<file path="src/rtl/bus_pkg.sv">
// rtl/bus_pkg.sv - shared memory bus widths, arbiter state encoding and helpers
package bus_pkg;

  localparam int BUS_DATA_WIDTH_SHIFT = 4;
  localparam int BUS_DATA_WIDTH       = 128;
  localparam int BUS_STRB_WIDTH       = 16;

  typedef enum logic [1:0] {
    ARB_IDLE    = 2'd0,
    ARB_GRANT   = 2'd1,
    ARB_RELEASE = 2'd2
  } arb_state_t;

  function automatic logic [31:0] sat_inc32(input logic [31:0] value);
    return (value == 32'hFFFF_FFFF) ? value : value + 32'd1;
  endfunction

endpackage

</file>
<file path="src/rtl/rr_arbiter2.sv">
// rtl/rr_arbiter2.sv - two-way request pick with last-winner register
module rr_arbiter2 #(
  parameter int ROUND_ROBIN = 1
) (
  input  logic       clk_i,
  input  logic       rst_i,
  input  logic [1:0] req_i,
  input  logic       update_i,
  input  logic       win_d_i,
  output logic [1:0] pick_o
);

  // Starts as "D served last" so port I wins the first conflict.
  logic last_d;

  always_ff @(posedge clk_i) begin
    if (rst_i) begin
      last_d <= 1'b1;
    end else if (update_i) begin
      last_d <= win_d_i;
    end
  end

  always_comb begin
    pick_o = 2'b00;
    case (req_i)
      2'b01: pick_o = 2'b01;
      2'b10: pick_o = 2'b10;
      2'b11: begin
        if ((ROUND_ROBIN != 0) && !last_d) pick_o = 2'b10;
        else                               pick_o = 2'b01;
      end
      default: pick_o = 2'b00;
    endcase
  end

endmodule

</file>
<file path="src/rtl/mem_bus_arbiter.sv">
// rtl/mem_bus_arbiter.sv - I/D port arbiter for the 128-bit four-phase memory bus
// Optional grant/wait counters when MEM_BUS_ARB_STATS_EN is defined.
module mem_bus_arbiter
  import bus_pkg::*;
#(
  parameter int BUS_ADDRESS_WIDTH = 20,
  parameter int ROUND_ROBIN       = 1
) (
  input  logic                                          clk_i,
  input  logic                                          rst_i,
  input  logic [BUS_ADDRESS_WIDTH-BUS_DATA_WIDTH_SHIFT-1:0] i_addr_i,
  input  logic                                          i_valid_i,
  output logic [BUS_DATA_WIDTH-1:0]                     i_data_o,
  output logic                                          i_valid_o,
  input  logic [BUS_ADDRESS_WIDTH-BUS_DATA_WIDTH_SHIFT-1:0] d_addr_i,
  input  logic                                          d_we_i,
  input  logic [BUS_DATA_WIDTH-1:0]                     d_wdata_i,
  input  logic [BUS_STRB_WIDTH-1:0]                     d_wstrb_i,
  input  logic                                          d_valid_i,
  output logic [BUS_DATA_WIDTH-1:0]                     d_data_o,
  output logic                                          d_valid_o,
  output logic [BUS_ADDRESS_WIDTH-BUS_DATA_WIDTH_SHIFT-1:0] mem_addr_o,
  output logic                                          mem_we_o,
  output logic [BUS_DATA_WIDTH-1:0]                     mem_wdata_o,
  output logic [BUS_STRB_WIDTH-1:0]                     mem_wstrb_o,
  output logic                                          mem_valid_o,
  input  logic [BUS_DATA_WIDTH-1:0]                     mem_data_i,
  input  logic                                          mem_valid_i,
`ifdef MEM_BUS_ARB_STATS_EN
  output logic [31:0]                                   stat_i_grants_o,
  output logic [31:0]                                   stat_d_grants_o,
  output logic [31:0]                                   stat_wait_cycles_o,
`endif
  output logic [1:0]                                    grant_o
);

  arb_state_t state;
  logic [1:0] pick;
  logic       granted_valid;
  logic       release_done;

  assign granted_valid = (grant_o[0] & i_valid_i) | (grant_o[1] & d_valid_i);
  assign release_done  = (state == ARB_RELEASE) && !mem_valid_i;

  rr_arbiter2 #(
    .ROUND_ROBIN (ROUND_ROBIN)
  ) u_pick (
    .clk_i    (clk_i),
    .rst_i    (rst_i),
    .req_i    ({d_valid_i, i_valid_i}),
    .update_i (release_done),
    .win_d_i  (grant_o[1]),
    .pick_o   (pick)
  );

  // Acks only reach the granted port; an ack seen with no grant is dropped.
  assign i_valid_o = mem_valid_i & grant_o[0];
  assign d_valid_o = mem_valid_i & grant_o[1];
  assign i_data_o  = mem_data_i;
  assign d_data_o  = mem_data_i;

  always_ff @(posedge clk_i) begin
    if (rst_i) begin
      state       <= ARB_IDLE;
      grant_o     <= 2'b00;
      mem_valid_o <= 1'b0;
      mem_addr_o  <= '0;
      mem_we_o    <= 1'b0;
      mem_wdata_o <= '0;
      mem_wstrb_o <= '0;
    end else begin
      case (state)
        ARB_IDLE: begin
          if (|pick) begin
            grant_o     <= pick;
            mem_valid_o <= 1'b1;
            state       <= ARB_GRANT;
            if (pick[1]) begin
              mem_addr_o  <= d_addr_i;
              mem_we_o    <= d_we_i;
              mem_wdata_o <= d_wdata_i;
              mem_wstrb_o <= d_wstrb_i;
            end else begin
              // Port I is read-only, so its transfers never write.
              mem_addr_o  <= i_addr_i;
              mem_we_o    <= 1'b0;
              mem_wdata_o <= '0;
              mem_wstrb_o <= '0;
            end
          end
        end
        ARB_GRANT: begin
          mem_valid_o <= granted_valid;
          if (!granted_valid) state <= ARB_RELEASE;
        end
        ARB_RELEASE: begin
          if (!mem_valid_i) begin
            grant_o <= 2'b00;
            state   <= ARB_IDLE;
          end
        end
        default: begin
          grant_o     <= 2'b00;
          mem_valid_o <= 1'b0;
          state       <= ARB_IDLE;
        end
      endcase
    end
  end

`ifdef MEM_BUS_ARB_STATS_EN
  logic waiting;
  logic grant_i_now;
  logic grant_d_now;

  assign waiting     = (i_valid_i & ~grant_o[0]) | (d_valid_i & ~grant_o[1]);
  assign grant_i_now = (state == ARB_IDLE) & pick[0];
  assign grant_d_now = (state == ARB_IDLE) & pick[1];

  always_ff @(posedge clk_i) begin
    if (rst_i) begin
      stat_i_grants_o    <= 32'd0;
      stat_d_grants_o    <= 32'd0;
      stat_wait_cycles_o <= 32'd0;
    end else begin
      if (grant_i_now) stat_i_grants_o    <= sat_inc32(stat_i_grants_o);
      if (grant_d_now) stat_d_grants_o    <= sat_inc32(stat_d_grants_o);
      if (waiting)     stat_wait_cycles_o <= sat_inc32(stat_wait_cycles_o);
    end
  end
`endif

endmodule
</file>
<file path="config.mk">
export PLATFORM = sky130hd
export DESIGN_NAME = mem_bus_arbiter
export DESIGN_NICKNAME = d
export VERILOG_FILES = /design/src/rtl/bus_pkg.sv /design/src/rtl/rr_arbiter2.sv /design/src/rtl/mem_bus_arbiter.sv
export SDC_FILE = /design/constraint.sdc
export NUM_CORES = 1
export LEC_CHECK = 0
export BUFFER_PORTS_ARGS = -buffer_cell sky130_fd_sc_hd__buf_4
export CORE_AREA = 4 4 283 285
export DETAILED_ROUTE_END_ITERATION = 8
export DIE_AREA = 0 0 287 289
export SYNTH_ARGS = -nofsm -noshare
export SYNTH_HDL_FRONTEND = slang
export SYNTH_SLANG_ARGS = --single-unit
</file>
<file path="constraint.sdc">
create_clock -name clk_i -period 2.3 [get_ports clk_i]
set_input_delay 0.345 -clock clk_i [delete_from_list [all_inputs] [get_ports clk_i]]
set_output_delay 0.345 -clock clk_i [all_outputs]
set_load 0.005 [all_outputs]
</file>
==> results by group <==
Outcome
  • Status: finished, final reports clean

Timing
  • Setup TNS: 0 ps
  • RSZ-0062 raised after global routing: false
  • Worst slew pin tran: 599.2 ps
  • Hold slack: 82.53 ps
  • Final slew viol count: 0
  • Slew HR: 0.6006
  • Final Hold Violating Endpoints: 0
  • Period utilization: 0.7370
  • Final setup violation count: 0
  • Worst Clk Skew: 13.08 ps
  • Tmin final: 1695 ps
  • Final worst slack: 605.0 ps
  • Max frequency: 590.0 MHz

Critical path
  • CP Data Required Time: 2700 ps
  • Worst setup SP type: register
  • CP Data Arrival Time: 2100 ps
  • Setup CP Type: reg2reg
  • Worst-path fanout max: 51
  • Critical R2R Launch: state[1]
  • FF-to-FF setup slack: 600 ps
  • CP endpoint kind: register
  • Worst Reg-to-Reg Cells: 4
  • Critical-path top delay cell: and2_4
  • Worst Setup SP: state[1]
  • Worst path max stage delay: 450 ps
  • Critical Path, Cell by Cell: nor3_1, and2_4, buf_12, a22o_1
  • Critical R2R Capture: mem_wdata_o[74]

Worst hold path
  • Hold wc startpoint: d_wdata_i[68]
  • Hold Crit Class: in2reg
  • Hold depth: 2
  • Hold worst-path end: mem_wdata_o[68]

Final layout
  • Ant. Diodes: 0
  • Post-layout nets: 1103
  • Most common library cell in the layout ignoring fill and taps: buf_4
  • Synthesis-to-finish area growth: 34.87%
  • Most frequent cells in the layout: buf_4, dfxtp_1, a22o_1
  • Layout cells sized above 1: 0.5056

Yosys
  • Synthesized Nets: 1011
  • Ys flop type: dfxtp_1
  • Synth cell types: 29
  • Synthesized area: 7292 um^2
  • Number of enable flip-flop cells after synthesis: 0
  • Yosys warns: 0
  • Syn avg cell area: 10.40 um^2
  • Async SR Flop Fraction: 0
  • Yosys reg bits: 167
  • Gate count of the mapped netlist: 701
  • Seq/Total Area, Yosys: 0.4585

Detailed routing
  • Vias: 5377
  • Drt first-iter violations: 230
  • Final antenna-violating net count: 0
  • Post-Route WL: 27.68 mm
  • WL/cell: 15.00 um
  • DRC viols: 0
  • Routed vias/inst: 2.914
  • DR pass1 iterations: 4

Global routing
  • First-pass GRT wire length: 37.09 mm
  • Global-route met3 utilization: 0.04414
  • Tot GR Track Use: 0.06353
  • Met1 usage: 0.06344
  • GR Overflow Total: 0
  • GRT Max-Usage Layer: met2
  • Largest net degree at the start of global routing: 52
  • Vias in the first global route: 5335
  • GR Util met2: 0.09376
  • Antenna violations before repair: 0

Die
  • Die area: 82940 um^2
  • Core region area: 77340 um^2
  • Chip width: 287 um
  • IO Count: 732
  • Cell row count: 102
  • Initial Util: 0.09429
  • Die Ht: 289 um

CTS
  • H-tree Lvls: 4
  • Reg clk slew, reported paths: 80 ps
  • CTS tree: done
  • Clk root buf: clkbuf_16
  • Clock latency at the later pin of the worst-skew pair: 470 ps
  • Post-CTS Hold Buffers: 0
  • Cts repair resizes: 0
  • Clk buf depth: 2
  • CTS Buf Count: 17
  • Clk sinks: 167
  • Post-CTS Setup Bufs: 0

Placement
  • Dpl hpwl: 21.45 mm
  • Dpl ws: 498.5 ps
  • Placer congestion estimate: 0.7379
  • Port-buffer cells: 347

Power and ir drop
  • VDD IR max: 0.5032 mV
  • Pwr Density: 720.2 nW/um^2
  • LEAKAGE: 4.173 nW

Flow run
  • Max cap viols: 0
[logic make-up (layout without fill, tap and decap cells)]
kind of cell | count (synthesis) | in the layout | synth area share
buffers and inverters | 299 | 403 | 0.2943
AO/OA/AOI/OAI | 190 | 190 | 0.2198
flip-flops | 167 | 167 | 0.4585
AND/OR/NAND/NOR | 45 | 45 | 0.02746
[stage by stage]
step,instances,cell area (um^2),util,power (W)
after floorplan,701,7292,-,0.003988
after global placement,1814,9298,0.1202,0.004371
after detailed placement,1814,9298,0.1202,0.004371
after CTS,1845,9834,0.1272,0.007312
after global routing,1845,9834,0.1272,0.007484
final,1845,9834,0.1272,0.007083
[area by class of cell]
type                    count  area [um^2]
flip-flops and latches    167         3343
multi-input cells         235         1805
inverters                   2        7.507
clock inverters            12        93.84
well taps                1040         1301
fillers                  8835        67500
clock buffers              19        442.9
repair buffers            370         2840
[synthesized netlist by cell type, types with 2 or more instances]
cell type	n	share of area
a21oi_1	18	0.012
a22o_1	146	0.18
a311oi_1	16	0.019
and2_1	3	0.0026
buf_2	26	0.018
buf_4	264	0.27
clkbuf_1	7	0.0036
dfxtp_1	167	0.46
inv_1	2	0.0010
nand2_1	33	0.017
[sequential cells by signal, indices dropped and copies added, names as in the netlist]
name,flops
grant_o,2
mem_addr_o,16
mem_valid_o,1
mem_wdata_o,128
mem_we_o,1
mem_wstrb_o,16
state,2
u_pick.last_d,1
[critical path, delay by kind of cell, from the launching register on]
kind | cells | cell delay, ps
compound gates | 1 | 190
simple gates | 2 | 710
buf+inv | 1 | 270
flops | 1 | 370
[where the power goes]
group,switching [W],internal (W),leakage [nW]
clock,0.00138,0.00142,0.262
sequential,0.000117,0.00307,1.36
combinational,0.000478,0.000621,2.55
total,0.00197,0.00511,4.17
[metal layers]
metal,vias to the layer above,share of wire
met1,2402,0.35
met5,-,0.0036
li1,2398,-
met2,467,0.44
met3,106,0.15
met4,4,0.052
[how the worst max path moves through the flow]
| stage | slack [ps] | to | cells past startpoint |
|---|---|---|---|
| 3_5_place_dp | 500 | mem_wdata_o[82] | 5 |
| 4_1_cts | 560 | mem_wdata_o[74] | 4 |
| 6_report | 600 | mem_wdata_o[74] | 4 |
| 5_1_grt | 470 | mem_wdata_o[74] | 4 |
| 2_1_floorplan | 850 | mem_addr_o[10] | 6 |
| 3_3_place_gp | 520 | mem_wdata_o[47] | 6 |
Note: power is estimated with default switching activity, not from simulation.
